<file path="src/rtl/rob.sv">
// rob: 16-entry reorder buffer with out-of-order completion, in-order retirement and mispredict squash
module rob (
  input  logic        clk,
  input  logic        reset,
  input  logic        write_en,
  input  logic [6:0]  pd_new_in,
  input  logic [6:0]  pd_old_in,
  input  logic [31:0] pc_in,
  input  logic        complete_in,
  input  logic [4:0]  rob_fu,
  input  logic        mispredict,
  input  logic [4:0]  mispredict_tag,
  input  logic        branch,
  output logic [4:0]  rob_tag_out,
  output logic        valid_retired,
  output logic        complete_out,
  output logic        full,
  output logic        empty
);
  logic [15:0]       valid_q, valid_d, complete_q, complete_d, flush;
  logic [15:0][6:0]  pd_new_q, pd_new_d, pd_old_q, pd_old_d;
  logic [15:0][31:0] pc_q, pc_d;
  logic [3:0]        head_q, head_d, tail_q, tail_d, off_b;
  logic [4:0]        ctr, ctr_d, rob_tag_q, rob_tag_d;
  logic              valid_retired_q, complete_out_q;
  logic              retire, alloc, cmp_ok;
  logic              unused_ok;
  // The payload is consumed by the commit/free-list stage, which taps it from the entry arrays.
  assign unused_ok = ^{branch, mispredict_tag[4], pd_new_q, pd_old_q, pc_q};
  assign full  = ctr == 5'd16;
  assign empty = ctr == 5'd0;
  assign rob_tag_out   = rob_tag_q;
  assign valid_retired = valid_retired_q;
  assign complete_out  = complete_out_q;
  // Next-state: retire at head, squash younger than branch, set completions, allocate at tail.
  always_comb begin
    retire = valid_q[head_q] & complete_q[head_q];
    alloc  = write_en & ~full & ~mispredict;
    off_b  = mispredict_tag[3:0] - head_q;
    for (int i = 0; i < 16; i++)
      flush[i] = mispredict & ((4'(i) - head_q) > off_b);
    cmp_ok = complete_in & ~rob_fu[4] & valid_q[rob_fu[3:0]] & ~flush[rob_fu[3:0]] &
             ~(retire & (rob_fu[3:0] == head_q));
    valid_d    = valid_q;
    complete_d = complete_q;
    pd_new_d   = pd_new_q;
    pd_old_d   = pd_old_q;
    pc_d       = pc_q;
    if (retire) begin
      valid_d[head_q]    = 1'b0;
      complete_d[head_q] = 1'b0;
    end
    valid_d    = valid_d & ~flush;
    complete_d = complete_d & ~flush;
    if (cmp_ok) complete_d[rob_fu[3:0]] = 1'b1;
    if (alloc) begin
      valid_d[tail_q]    = 1'b1;
      complete_d[tail_q] = 1'b0;
      pd_new_d[tail_q]   = pd_new_in;
      pd_old_d[tail_q]   = pd_old_in;
      pc_d[tail_q]       = pc_in;
    end
    head_d    = head_q + {3'd0, retire};
    tail_d    = mispredict ? mispredict_tag[3:0] + 4'd1 : tail_q + {3'd0, alloc};
    ctr_d     = mispredict ? {1'b0, off_b} + 5'd1 - {4'd0, retire}
                           : ctr + {4'd0, alloc} - {4'd0, retire};
    rob_tag_d = retire ? {1'b0, head_q} : rob_tag_q;
  end
  // State and registered retirement outputs; asynchronous active-low reset.
  always_ff @(posedge clk or negedge reset) begin
    if (!reset) begin
      valid_q         <= '0;
      complete_q      <= '0;
      pd_new_q        <= '0;
      pd_old_q        <= '0;
      pc_q            <= '0;
      head_q          <= '0;
      tail_q          <= '0;
      ctr             <= '0;
      rob_tag_q       <= '0;
      valid_retired_q <= 1'b0;
      complete_out_q  <= 1'b0;
    end else begin
      valid_q         <= valid_d;
      complete_q      <= complete_d;
      pd_new_q        <= pd_new_d;
      pd_old_q        <= pd_old_d;
      pc_q            <= pc_d;
      head_q          <= head_d;
      tail_q          <= tail_d;
      ctr             <= ctr_d;
      rob_tag_q       <= rob_tag_d;
      valid_retired_q <= retire;
      complete_out_q  <= retire;
    end
  end
endmodule

</file>
<file path="config.mk">
export PLATFORM = sky130hd
export DESIGN_NAME = rob
export DESIGN_NICKNAME = d
export VERILOG_FILES = /design/src/rtl/rob.sv
export SDC_FILE = /design/constraint.sdc
export NUM_CORES = 1
export LEC_CHECK = 0
export ABC_CLOCK_PERIOD_IN_PS = 5000
export BUFFER_PORTS_ARGS = -buffer_cell sky130_fd_sc_hd__buf_2
export CAP_MARGIN = 20
export CORE_MARGIN = 2
export CORE_UTILIZATION = 45
export DETAILED_ROUTE_END_ITERATION = 8
export PLACE_DENSITY = 0.65
export SYNTH_ARGS = -nofsm -noshare
export SYNTH_HDL_FRONTEND = slang
export SYNTH_SLANG_ARGS = --single-unit
</file>
<file path="constraint.sdc">
create_clock -name clk -period 5 [get_ports clk]
set_clock_uncertainty 0.2 [all_clocks]
set_input_delay 0 -clock clk [delete_from_list [all_inputs] [get_ports clk]]
set_output_delay 0 -clock clk [all_outputs]
set_load 0.1 [all_outputs]
</file>
==> metrics.md, run 1 <==
| Metric | Value |
|---|---|
| Number of optimization iterations in the first detailed-route pass | `5` |
| R2r worst-path depth | `13` |
| Fraction of layout instances using a drive strength above 1 | `between 10% and 20%` |
| Final-report setup violation count | `0` |
| Area fraction in and, or, nand and nor cells after synthesis | `a little under a fifth` |
| Vert. Die Dim | `approximately 100 um` |
| First-pass GRT wire length | `19.1 mm` |
| Post-layout util | `51.3%` |
| Dominant combinational cell family by area after synthesis | `simple AND/OR/NAND/NOR gates` |
| Number of antenna violations at the first check in global routing | `0` |
| Area growth, synth to finish | `9.68%` |
| Worst min-delay path startpoint | `mispredict_tag[1]` |
| Final estimated routing congestion in global placement | `roughly 0.9` |
| Clock Sink Count | `50` |
| Number of hold violations in the final report | `0` |
| Clock latency of the later-clocked register in the worst-skew pair | `between 0.3 and 0.4 ns` |
| Most common cell in the synthesized netlist | `sky130_fd_sc_hd__nand2_1` |
| Main flop type after synthesis | `sky130_fd_sc_hd__dfrtp_1` |
| Synth top cells by count | `79 x sky130_fd_sc_hd__nand2_1, 50 x sky130_fd_sc_hd__dfrtp_1, 47 x sky130_fd_sc_hd__ha_1` |
| Hold buffers post-CTS | `9` |
| Area fraction in compound gates after synthesis | `about 17%` |
| Hold_ws | `around 0.048 ns` |
| H-tree levels | `2` |
| Average cell area after synthesis | `8.72 sq um` |
| Final global-route overflow total | `0` |
| Final critical-path share of the clock period | `between 80% and 90%` |
| Parity-gate share of the synthesized area counting xor and xnor cells | `under 10%` |
| Worst-case vdd ir drop | `roughly 0.24 mV` |
| Number of distinct library cells after synthesis | `61` |
| Detailed placer's ending HPWL | `8.98 mm` |
| Adder-cell share of the synthesized area | `about 17%` |
| Initial core utilization | `about 47%` |
| Max-Slew Margin vs Limit | `between 50% and 60%` |
| Minimum clock period | `4.41 ns` |
| CP Launch Type | `flip-flop` |
| Share of async-settable or async-resettable flops after synthesis | `100%` |
| Worst EP required | `roughly 5.0 ns` |
| Number of nets in the finished design | `between 600 and 700` |
| Worst Path Max Fanout | `12` |
| Buffer depth of the longest clock path | `2` |
| Cts repair resizes | `0` |
| Critical path endpoint category | `flip-flop` |
| Number of nets in the synthesized netlist | `612` |
| Final non-filler cell area | `approximately 0.0048 sq mm` |
| Post-route DRC | `0` |
| Total setup buffers inserted after CTS | `0` |
| Area share of the leading cell type in the synthesized netlist | `between 20% and 30%` |
| Status | `completed` |
| Global-route usage over all layers | `23.8%` |
| Total die area | `~0.011 sq mm` |
| Cell accounting for the most synthesized area | `sky130_fd_sc_hd__dfrtp_1` |
| Max frequency | `roughly 230 MHz` |
| Clock slew seen by the registers of the worst setup and hold paths | `around 0.10 ns` |
| Hold Crit Endpoint | `tail_q[2]` |
| Critical path arrival | `4.42 ns` |
| Minimum setup slack among reg-to-reg paths | `between 0.5 and 0.6 ns` |
| Power Dens Cells | `382 mW/mm^2` |
| Clock buffers created by TritonCTS | `5` |
| YS warnings | `0` |
| Clock tree from TritonCTS | `yes` |
| Post-synthesis cell area | `0.00437 sq mm` |
| Die Wd | `~100 um` |
| Syn Inst Count | `around 500` |
| Post-synth EDFFs | `0` |
| Placed Instance Area | `between 0.004 and 0.005 sq mm` |
| Total core area | `around 0.0093 sq mm` |
| Final-layout setup total negative slack | `0 ns` |
| Antenna viol nets, final | `0` |
| Final total power | `approximately 1.8 mW` |
| Mux contribution to synthesized area | `roughly 6.3%` |
| Number of vias in the routed layout | `3856` |
| Row count | `35` |
| Worst reg2reg endpoint | `complete_q[7]` |
| Post-synthesis sequential area ratio | `28.7%` |
| Kind of critical path | `reg -> reg` |
| Setup repair after global routing missed its margin | `no` |
| Vias per cell | `5.86` |
| Max cap viols | `0` |
| Max-slew violation total from the final report | `0` |
| Cells taking the most area after synthesis | `sky130_fd_sc_hd__dfrtp_1 29%, sky130_fd_sc_hd__ha_1 13%, sky130_fd_sc_hd__nand2_1 6.8%` |
| Number of violations reported at the end of detailed-routing iteration 0 | `between 200 and 300` |
| Worst hold path class | `in -> reg` |
| Buffers on Ports | `21` |
| I/O pins | `71` |
| Final routed wire length divided by cell count | `18.4 um` |
| CTS root buf | `sky130_fd_sc_hd__clkbuf_8` |
| Drt total wl | `12.1 mm` |
| Antenna cell count | `0` |
| Actual transition at the worst max-transition pin | `~0.71 ns` |
| Hold path depth | `5` |
| Leak Pwr | `about 2.1 nW` |
| Flip-flop and latch count after synthesis | `50` |
| Pin count of the biggest net entering global routing | `51` |
| Number of global-route vias before repair | `3706` |
| FF-to-FF Start | `head_q[1]` |
-- cells by family after synthesis --
kind of cell | count (synthesis)
other cells | 1
simple gates | 174
xor+xnor | 27
compound gates | 109
mux | 17
fa+ha+maj | 62
buf+inv | 61
flops | 50
-- report_power, final --
group	internal, mW	switching, mW	leakage [nW]
clock network	0.150	0.147	0.0514
registers	0.474	0.0667	0.670
logic	0.399	0.594	1.42
-- worst max-delay path, cell delays in order (launching register included) --
cell and delay, ns:
sky130_fd_sc_hd__dfrtp_1 0.61, sky130_fd_sc_hd__inv_2 0.28, sky130_fd_sc_hd__fa_1 0.50, sky130_fd_sc_hd__xor2_1 0.40, sky130_fd_sc_hd__inv_1 0.27, sky130_fd_sc_hd__ha_1 0.38, sky130_fd_sc_hd__nand2_1 0.09, sky130_fd_sc_hd__a21oi_1 0.04
sky130_fd_sc_hd__o22ai_1 0.29, sky130_fd_sc_hd__o2111ai_1 0.17, sky130_fd_sc_hd__nor4b_1 0.26, sky130_fd_sc_hd__and4_4 0.30, sky130_fd_sc_hd__nand2_1 0.24, sky130_fd_sc_hd__o41ai_2 0.28
-- through the flow --
stage	worst slack, ns	std cells
3_3_place_gp	0.732	641
2_1_floorplan	1.00	501
6_report	0.593	658
5_1_grt	0.354	658
4_1_cts	0.657	658
3_5_place_dp	0.699	641
-- metal layers --
layer	wire, um	global-route usage, %	vias to the layer above
li1	-	-	1831
met1	5400	33.2	1875
met2	5770	38.7	131
met3	735	4.14	19
met4	199	5.44	0
met5	0	0	-
-- worst max path at each step --
| stage | from | endpoint | slack, ns |
|---|---|---|---|
| finish | head_q[1] | complete_q[7] | 0.59 |
| global placement | head_q[1] | complete_q[7] | 0.73 |
| CTS | head_q[1] | complete_q[7] | 0.66 |
| global route | head_q[1] | complete_q[7] | 0.35 |
| detailed placement | head_q[1] | complete_q[7] | 0.70 |
| floorplan | head_q[2] | complete_q[5] | 1.00 |
-- registers in the layout (all words and copies together), names as in the netlist --
signal,count
head_q,4
complete_q,16
valid_retired,1
rob_tag_out,4
valid_q,16
ctr,5
tail_q,4
-- layout make-up --
cell class                 count  area (sq um)
clock buffer                   6          72.6
sequential                    50          1250
tap                          129           161
fill                         877          4540
inverter                      42           158
timing repair buffer          39           263
multi-input combinational    390          2850
clock inverter                 2          37.5
-- placed cells by master, fill, tap and decap left out, types with 5 or more instances in the layout --
| cell type | instances |
|---|---|
| sky130_fd_sc_hd__a32o_1 | 7 |
| sky130_fd_sc_hd__maj3_1 | 12 |
| sky130_fd_sc_hd__buf_2 | 21 |
| sky130_fd_sc_hd__buf_4 | 9 |
| sky130_fd_sc_hd__dlygate4sd3_1 | 9 |
| sky130_fd_sc_hd__nand3_1 | 38 |
| sky130_fd_sc_hd__mux2i_1 | 5 |
| sky130_fd_sc_hd__o22ai_1 | 11 |
| sky130_fd_sc_hd__xnor2_1 | 13 |
| sky130_fd_sc_hd__dfrtp_1 | 50 |
| sky130_fd_sc_hd__clkbuf_8 | 5 |
| sky130_fd_sc_hd__nor2b_1 | 9 |
| sky130_fd_sc_hd__xor2_1 | 12 |
| sky130_fd_sc_hd__o21ai_0 | 32 |
| sky130_fd_sc_hd__inv_1 | 40 |
| sky130_fd_sc_hd__ha_1 | 47 |
| sky130_fd_sc_hd__nor2_1 | 16 |
| sky130_fd_sc_hd__a21oi_1 | 23 |
| sky130_fd_sc_hd__nand2_1 | 79 |
| sky130_fd_sc_hd__mux4_2 | 8 |
(Power assumes the default switching activity.)
==> inputs of run 2 (changes only) <==
==> config.mk (replaced) <==
export PLATFORM = sky130hd
export DESIGN_NAME = rob
export DESIGN_NICKNAME = d
export VERILOG_FILES = /design/src/rtl/rob.sv
export SDC_FILE = /design/constraint.sdc
export NUM_CORES = 1
export LEC_CHECK = 0
export ABC_CLOCK_PERIOD_IN_PS = 5300
export BUFFER_PORTS_ARGS = -buffer_cell sky130_fd_sc_hd__buf_2
export CAP_MARGIN = 20
export CELL_PAD_IN_SITES_DETAIL_PLACEMENT = 1
export CELL_PAD_IN_SITES_GLOBAL_PLACEMENT = 1
export CORE_MARGIN = 2
export CORE_UTILIZATION = 47
export DETAILED_ROUTE_END_ITERATION = 8
export PLACE_DENSITY = 0.86
export SYNTH_ARGS = -nofsm -noshare
export SYNTH_HDL_FRONTEND = slang
export SYNTH_SLANG_ARGS = --single-unit
==> constraint.sdc (replaced) <==
create_clock -name clk -period 5.3 [get_ports clk]
set_clock_uncertainty 0.2 [all_clocks]
set_input_delay 0 -clock clk [delete_from_list [all_inputs] [get_ports clk]]
set_output_delay 0 -clock clk [all_outputs]
set_load 0.1 [all_outputs]
==> run 2 against run 1 <==
Setup slack better by 0.071 ns. Count of clock-buffer cells in the layout down 1. Clock power up 2%. Design area down 0.10%. Critical endpoint unchanged. Sequential cell count unchanged. Via count up 5.0%. Sequential share of layout area about the same. Global-route usage up 5.3 points.
==> metrics.md, run 2 (same netlist as run 1, synthesis figures left out) <==
| Metric | Value |
|---|---|
| Detailed placer's ending HPWL | `10.3 mm (+15%)` |
| Total setup buffers inserted after CTS | `0 (unchanged)` |
| Minimum setup slack among reg-to-reg paths | `0.66 ns (+0.07 ns)` |
| Final-layout setup total negative slack | `0 ns (unchanged)` |
| Slowest Stage Delay on Critical Path | `0.67 ns (+0.06 ns)` |
| Post-layout util | `52.5% (+1.2 points)` |
| Buffers on Ports | `21 (unchanged)` |
| Clock tree from TritonCTS | `yes` |
| Final critical-path share of the clock period | `87.5% (-0.67 points)` |
| Pin count of the biggest net entering global routing | `51 (unchanged)` |
| Most common cell after layout, fill and taps aside | `sky130_fd_sc_hd__nand2_1` |
| Post-route DRC | `0 (unchanged)` |
| Antenna viol nets, final | `0 (unchanged)` |
| Critical path cell sequence | `ha_1 > inv_1 > fa_1 > xor2_1 > inv_1 > ha_1 > o21a_1 > o21ai_0 > nor3_1 > nand3_1 > and4_4 > nand2_1 > o41ai_2` |
| Placed Instance Area | `0.00457 sq mm (-0.49%)` |
| Source of the critical timing path | `head_q[0]` |
| Max frequency | `216 MHz (-4.9%)` |
| Number of nets in the finished design | `640 (+0.16%)` |
| Number of vias in the routed layout | `4048 (+5.0%)` |
| Worst reg2reg endpoint | `complete_q[7]` |
| Worst-case vdd ir drop | `0.260 mV (+7.6%)` |
| Worst slack, placed | `0.885 ns (+0.186 ns)` |
| Drt total wl | `14.1 mm (+17%)` |
| Number of global-route vias before repair | `4270 (+15%)` |
| H-tree levels | `2 (unchanged)` |
| Worst Path Max Fanout | `10 (-2)` |
| Max cap viols | `0 (unchanged)` |
| Registers with the highest flip-flop counts | `complete_q x16, valid_q x16, ctr x5` |
| Vert. Die Dim | `100 um (-2.1%)` |
| Total core area | `0.00911 sq mm (-2.3%)` |
| Die Wd | `100 um (-2.1%)` |
| CTS root buf | `sky130_fd_sc_hd__clkbuf_8` |
| R2r worst-path depth | `13 (unchanged)` |
| Vias per cell | `6.32 (+7.8%)` |
| Setup repair after global routing missed its margin | `no` |
| Number of antenna violations at the first check in global routing | `0 (unchanged)` |
| Global-route usage over all layers | `29.0% (+5.3 points)` |
| Final non-filler cell area | `0.00478 sq mm (-0.10%)` |
| Max-Slew Margin vs Limit | `46.8% (-5.6 points)` |
| Max-slew violation total from the final report | `0 (unchanged)` |
| Critical path endpoint category | `flip-flop` |
| Number of violations reported at the end of detailed-routing iteration 0 | `273 (+0.74%)` |
| First-pass GRT wire length | `22.4 mm (+18%)` |
| Worst EP required | `5.29 ns (+0.27 ns)` |
| FF-to-FF Start | `head_q[0]` |
| Hold buffers post-CTS | `10 (+1)` |
| Area growth, synth to finish | `9.57%` |
| Number of hold violations in the final report | `0 (unchanged)` |
| Antenna cell count | `0 (unchanged)` |
| Kind of critical path | `reg -> reg` |
| I/O pins | `71 (unchanged)` |
| Final-report setup violation count | `0 (unchanged)` |
| Crit path setup slack, layout | `0.664 ns (+0.0709 ns)` |
| Worst setup path endpoint | `complete_q[7]` |
| Clock buffers created by TritonCTS | `5 (unchanged)` |
| Total die area | `0.0101 sq mm (-4.1%)` |
| Top library cells by usage in the layout, fill and taps aside | `79 x sky130_fd_sc_hd__nand2_1, 50 x sky130_fd_sc_hd__dfrtp_1, 47 x sky130_fd_sc_hd__ha_1, 40 x sky130_fd_sc_hd__inv_1, 38 x sky130_fd_sc_hd__nand3_1` |
| Worst hold path class | `in -> reg` |
| Buffer depth of the longest clock path | `2 (unchanged)` |
| Clock slew seen by the registers of the worst setup and hold paths | `0.11 ns (about the same)` |
| Clock latency of the later-clocked register in the worst-skew pair | `0.33 ns (about the same)` |
| Final routed wire length divided by cell count | `22.1 um (+20%)` |
| Row count | `35 (unchanged)` |
| Total of fill cells in the finished design | `1070 (+22%)` |
| Initial core utilization | `47.9% (+1.1 points)` |
| Final global-route overflow total | `0 (unchanged)` |
| Cts repair resizes | `0 (unchanged)` |
| Power Dens Cells | `375 mW/mm^2 (-1.8%)` |
| Fraction of layout instances using a drive strength above 1 | `11.7% (+0.17 points)` |
| CP Launch Type | `flip-flop` |
| Minimum clock period | `4.64 ns (+0.229 ns)` |
| Clock Sink Count | `50 (unchanged)` |
| Cell type of the slowest stage on the worst timing path | `sky130_fd_sc_hd__dfrtp_1` |
| Critical path arrival | `4.63 ns (+0.21 ns)` |
| Leak Pwr | `2.15 nW (+0.43%)` |
| Final total power | `1.80 mW (-1.9%)` |
| Final estimated routing congestion in global placement | `0.880 (-1.9%)` |
| Actual transition at the worst max-transition pin | `0.792 ns (+0.0858 ns)` |
| Number of optimization iterations in the first detailed-route pass | `5 (unchanged)` |
| Status | `completed` |
## run 2: how the worst min path moves through the flow
stage / slack [ns] / cells past startpoint / end / startpoint
after floorplan: -0.50 / 0 / complete_q[0] / reset
after detailed placement: -0.04 / 2 / complete_q[5] / reset
after global routing: 0.12 / 3 / tail_q[2] / mispredict
final: 0.07 / 3 / ctr[1] / mispredict
after global placement: -0.05 / 2 / complete_q[5] / reset
after CTS: 0.05 / 3 / ctr[1] / mispredict
## run 2: cell type report
cell class              instances  area [sq um]  share of cell area (%)
multi-input cells             390          2850                    59.5
flip-flops and latches         50          1250                    26.2
repair buffers                 40           273                    5.70
inverters                      42           158                    3.29
well taps                     111           139                    2.90
clock buffers                   5          68.8                    1.44
clock inverters                 3          48.8                    1.02
## run 2: report_power, final
group	internal [mW]	switching (mW)	total, mW
sequential	0.447	0.0767	0.524
combinational	0.377	0.591	0.968
clock	0.144	0.160	0.304
## run 2: through the flow
step,hold WS (ns),instances
2_1_floorplan,-0.496,501
5_1_grt,0.120,641
6_report,0.0740,641
3_3_place_gp,-0.0536,623
3_5_place_dp,-0.0441,623
4_1_cts,0.0481,641
## run 2: routing by layer
layer  share of wire (%)  global-route usage, %  wire [um]  vias up
li1                    -                      -          -     1837
met1                  39                   37.4       5570     1971
met2                  49                   50.3       7000      190
met3                 7.6                   3.97       1080       50
met4                 3.5                   9.38        495        0
met5                   0                      0          0        -
## run 2: critical path, delay by kind of cell, from the launching register on
family / cells / cell delay [ns]
compound gates: 3 / 1.09
simple gates: 4 / 0.76
buf+inv: 2 / 0.32
xor+xnor: 1 / 0.42
fa+ha+maj: 3 / 1.04
flops: 1 / 0.67
==> inputs of run 3 (changes only) <==
==> config.mk (replaced) <==
export PLATFORM = sky130hd
export DESIGN_NAME = rob
export DESIGN_NICKNAME = d
export VERILOG_FILES = /design/src/rtl/rob.sv
export SDC_FILE = /design/constraint.sdc
export NUM_CORES = 1
export LEC_CHECK = 0
export ABC_AREA = 1
export ABC_CLOCK_PERIOD_IN_PS = 5300
export BUFFER_PORTS_ARGS = -buffer_cell sky130_fd_sc_hd__buf_2
export CAP_MARGIN = 20
export CELL_PAD_IN_SITES_DETAIL_PLACEMENT = 1
export CELL_PAD_IN_SITES_GLOBAL_PLACEMENT = 1
export CORE_MARGIN = 2
export CORE_UTILIZATION = 35
export DETAILED_ROUTE_END_ITERATION = 8
export PLACE_DENSITY = 0.7
export SYNTH_ARGS = -nofsm -noshare
export SYNTH_HDL_FRONTEND = slang
export SYNTH_SLANG_ARGS = --single-unit
==> run 3 against run 2 <==
Routed wire length up 14%. Fmax up 17%. Clock power up 22%. Synthesized cell count up 36%. Via count up 16%. Sequential power down 7.4%. Final cell count up 37%. Synthesized area up 5.8%. Setup slack better by 0.68 ns. Combinational power down 24%. Die area up 40%. Critical path type unchanged. Largest cell class unchanged. Highest routed layer unchanged.
==> metrics.md, run 3 <==
| Metric | Value |
|---|---|
| Buf+Inv Stages, Crit Path | `2 (unchanged)` |
| Cell type of the slowest stage on the worst timing path | `sky130_fd_sc_hd__ha_1` |
| Setup repair after global routing missed its margin | `no` |
| Number of global-route vias before repair | `5119 (+20%)` |
| Area fraction in compound gates after synthesis | `9.70% (-6.9 points)` |
| Sw Share | `43.6% (-2.5 points)` |
| CTS root buf | `sky130_fd_sc_hd__clkbuf_16` |
| Number of distinct library cells after synthesis | `34 (-44%)` |
| Final critical-path share of the clock period | `74.6% (-13 points)` |
| Worst-case vdd ir drop | `0.117 mV (-55%)` |
| Post-synthesis cell area | `0.00462 sq mm (+5.8%)` |
| Buffer depth of the longest clock path | `2 (unchanged)` |
| Initial core utilization | `36.2% (-12 points)` |
| Registers with the highest flip-flop counts | `complete_q x16, valid_q x16, ctr x5` |
| Kind of critical path | `reg -> reg` |
| Max frequency | `253 MHz (+17%)` |
| Number of nets in the finished design | `816 (+28%)` |
| Row count | `41 (+17%)` |
| Critical path cell sequence | `buf_4 > inv_2 > ha_1 > a21oi_2 > nand2_2 > nand2_2 > nand2_2 > ha_1 > a21oi_1 > o21ai_0 > nand3_1 > o21ai_0 > nor2_1 > nand3_1 > nor2_4 > nand4_1 > a21oi_1` |
| Buffers on Ports | `21 (unchanged)` |
| Number of nets in the synthesized netlist | `791 (+29%)` |
| Total die area | `0.0141 sq mm (+40%)` |
| Synth top cells by count | `194 x sky130_fd_sc_hd__nand2_1, 83 x sky130_fd_sc_hd__nand3_1, 77 x sky130_fd_sc_hd__inv_1` |
| Most common cell in the synthesized netlist | `sky130_fd_sc_hd__nand2_1` |
| Post-synth EDFFs | `0 (unchanged)` |
| Adder-cell share of the synthesized area | `13.6% (-3.8 points)` |
| Power Dens Cells | `311 mW/mm^2 (-17%)` |
| Final routed wire length divided by cell count | `18.4 um (-17%)` |
| YS warnings | `0 (unchanged)` |
| Final global-route overflow total | `0 (unchanged)` |
| Antenna cell count | `0 (unchanged)` |
| Minimum clock period | `3.96 ns (-0.679 ns)` |
| Clock Sink Count | `50 (unchanged)` |
| Total core area | `0.0128 sq mm (+40%)` |
| Clock tree from TritonCTS | `yes` |
| Clock power frac | `23.3% (+6.3 points)` |
| Clock slew seen by the registers of the worst setup and hold paths | `0.07 ns (-0.04 ns)` |
| Clock latency of the later-clocked register in the worst-skew pair | `0.30 ns (-0.03 ns)` |
| Area growth, synth to finish | `10.5%` |
| Cts repair resizes | `0 (unchanged)` |
| Post-synthesis sequential area ratio | `27.1% (-1.6 points)` |
| Post-route DRC | `0 (unchanged)` |
| Most frequent cell on the critical path | `sky130_fd_sc_hd__nand2_2` |
| Dominant combinational cell family by area after synthesis | `simple AND/OR/NAND/NOR gates` |
| Final estimated routing congestion in global placement | `0.911 (+3.6%)` |
| Worst hold path class | `in -> reg` |
| Leak Pwr | `2.68 nW (+25%)` |
| Drt total wl | `16.2 mm (+14%)` |
| Global-route usage over all layers | `23.8% (-5.3 points)` |
| Critical path endpoint category | `flip-flop` |
| Flip-flop and latch count after synthesis | `50 (unchanged)` |
| Mux contribution to synthesized area | `0% (-6.3 points)` |
| Share of total power in combinational logic | `46.1% (-7.8 points)` |
| Worst slack, placed | `1.38 ns (+0.499 ns)` |
| Cells taking the most area after synthesis | `sky130_fd_sc_hd__dfrtp_1 27%, sky130_fd_sc_hd__nand2_1 16%, sky130_fd_sc_hd__ha_1 13%` |
| Status | `completed` |
| Crit path setup slack, layout | `1.34 ns (+0.679 ns)` |
| Cell family contributing the most delay on the critical path | `simple AND/OR/NAND/NOR gates` |
| I/O pins | `71 (unchanged)` |
| Total setup buffers inserted after CTS | `0 (unchanged)` |
| Post-layout util | `40.0% (-13 points)` |
| Syn Inst Count | `680 (+36%)` |
| Source of the critical timing path | `head_q[1]` |
| Sw power | `693 uW (-16%)` |
| Slowest Stage Delay on Critical Path | `0.41 ns (-0.26 ns)` |
| Die Wd | `119 um (+18%)` |
| Number of hold violations in the final report | `0 (unchanged)` |
| Critical path arrival | `3.97 ns (-0.66 ns)` |
| Number of violations reported at the end of detailed-routing iteration 0 | `232 (-15%)` |
| H-tree levels | `2 (unchanged)` |
| Max-slew violation total from the final report | `0 (unchanged)` |
| Final-layout setup total negative slack | `0 ns (unchanged)` |
| Antenna viol nets, final | `0 (unchanged)` |
| FF-to-FF Start | `head_q[1]` |
| Max cap viols | `0 (unchanged)` |
| Parity-gate share of the synthesized area counting xor and xnor cells | `2.84% (-2.9 points)` |
| Number of optimization iterations in the first detailed-route pass | `4 (-1)` |
| Most common cell after layout, fill and taps aside | `sky130_fd_sc_hd__nand2_1` |
| Vias per cell | `5.33 (-16%)` |
| Cell accounting for the most synthesized area | `sky130_fd_sc_hd__dfrtp_1` |
| Worst min-delay path startpoint | `mispredict` |
| Internal power | `896 uW (-7.4%)` |
| Actual transition at the worst max-transition pin | `0.683 ns (-0.110 ns)` |
| Relative contribution of sequential cells to total power | `30.5% (+1.3 points)` |
| Worst EP required | `5.31 ns (+0.02 ns)` |
| Area fraction in and, or, nand and nor cells after synthesis | `36.8% (+18 points)` |
| Final-report setup violation count | `0 (unchanged)` |
| Number of vias in the routed layout | `4681 (+16%)` |
| Pin count of the biggest net entering global routing | `51 (unchanged)` |
| Number of antenna violations at the first check in global routing | `0 (unchanged)` |
| Final non-filler cell area | `0.00510 sq mm (+6.7%)` |
| Hold buffers post-CTS | `7 (-3)` |
| Placed Instance Area | `0.00487 sq mm (+6.6%)` |
| Clock buffers created by TritonCTS | `5 (unchanged)` |
| Top library cells by usage in the layout, fill and taps aside | `194 x sky130_fd_sc_hd__nand2_1, 83 x sky130_fd_sc_hd__nand3_1, 77 x sky130_fd_sc_hd__inv_1, 67 x sky130_fd_sc_hd__nor2_1, 50 x sky130_fd_sc_hd__dfrtp_1` |
| Average cell area after synthesis | `6.79 sq um (-22%)` |
| Area share of the leading cell type in the synthesized netlist | `27.1% (-1.6 points)` |
| Worst Path Max Fanout | `17 (+7)` |
| Main flop type after synthesis | `sky130_fd_sc_hd__dfrtp_1` |
| Share of async-settable or async-resettable flops after synthesis | `100% (unchanged)` |
| Vert. Die Dim | `119 um (+18%)` |
| Final total power | `1.59 mW (-12%)` |
| Fraction of layout instances using a drive strength above 1 | `10.9% (-0.79 points)` |
| Max-Slew Margin vs Limit | `54.5% (+7.7 points)` |
| CP Launch Type | `flip-flop` |
| First-pass GRT wire length | `26.2 mm (+17%)` |
| Detailed placer's ending HPWL | `12.5 mm (+21%)` |
run 3: cell types whose count changed in the layout (fill, tap and decap cells not counted), moves of 9 or more:
cell	before	now
sky130_fd_sc_hd__nand2_1	79	194
sky130_fd_sc_hd__nor2_1	16	67
sky130_fd_sc_hd__nand3_1	38	83
sky130_fd_sc_hd__inv_1	40	77
sky130_fd_sc_hd__nand4_1	2	25
sky130_fd_sc_hd__a31o_2	0	16
sky130_fd_sc_hd__o21ai_0	32	16
sky130_fd_sc_hd__maj3_1	12	0
sky130_fd_sc_hd__nand2_2	0	10
sky130_fd_sc_hd__o22ai_1	11	1
sky130_fd_sc_hd__xnor2_1	13	3
sky130_fd_sc_hd__nor2b_1	9	0
run 3: area by class of cell:
type | instances | area, sq um
fillers | 1664 | 7670
multi-input cells | 527 | 2910
flip-flops and latches | 50 | 1250
inverters | 84 | 318
repair buffers | 37 | 243
well taps | 172 | 215
clock buffers | 6 | 129
clock inverters | 2 | 37.5
run 3: logic make-up (layout without fill, tap and decap cells):
kind of cell / Yosys count / count (layout)
buffers and inverters: 103 / 129
xor gates and xnor gates: 15 / 15
other: 1 / 1
AOI/OAI and AO/OA: 73 / 73
DFF: 50 / 50
adders and majority gates: 49 / 49
and+or+nand+nor: 389 / 389
run 3: worst paths after layout:
path,end,slack [ns],cells after the start
max in group asynchronous,complete_q[15],4.30,3
min,tail_q[1],0.07,3
max,complete_q[2],1.34,17
max reg2reg,complete_q[2],1.34,17
min reg2reg,rob_tag_out[1],0.28,2
min in group asynchronous,rob_tag_out[1],0.14,3
run 3: metrics by stage:
step | cells | hold slack [ns]
2_1_floorplan | 680 | -0.496
3_3_place_gp | 863 | -0.0460
3_5_place_dp | 863 | -0.0395
4_1_cts | 878 | 0.0679
5_1_grt | 878 | 0.107
6_report | 878 | 0.0748
run 3: worst register-to-register path: cells and delay by family, from the launching register on:
| kind | cells | cell delay, ns |
|---|---|---|
| DFF | 1 | 0.33 |
| and+or+nand+nor | 8 | 1.47 |
| adders and majority gates | 2 | 0.62 |
| AOI/OAI and AO/OA | 5 | 0.85 |
| buffers and inverters | 2 | 0.40 |
run 3: per-layer routing:
layer / global-route usage [%] / wire, um / up-vias / part of all wire [%]
li1: - / - / 2263 / -
met1: 30.0 / 7230 / 2274 / 45
met2: 41.6 / 7860 / 110 / 49
met3: 2.44 / 594 / 34 / 3.7
met4: 9.15 / 486 / 0 / 3.0
met5: 0 / 0 / - / 0
run 3: power groups by stage:
stage | Combinational [mW] | Sequential (mW) | Clock, mW
after detailed placement | 0.724 | 0.491 | 0
after global placement | 0.678 | 0.488 | 0
after global routing | 0.831 | 0.493 | 0.394
after floorplan | 0.511 | 0.489 | 0
after CTS | 0.735 | 0.484 | 0.376
final | 0.733 | 0.485 | 0.370
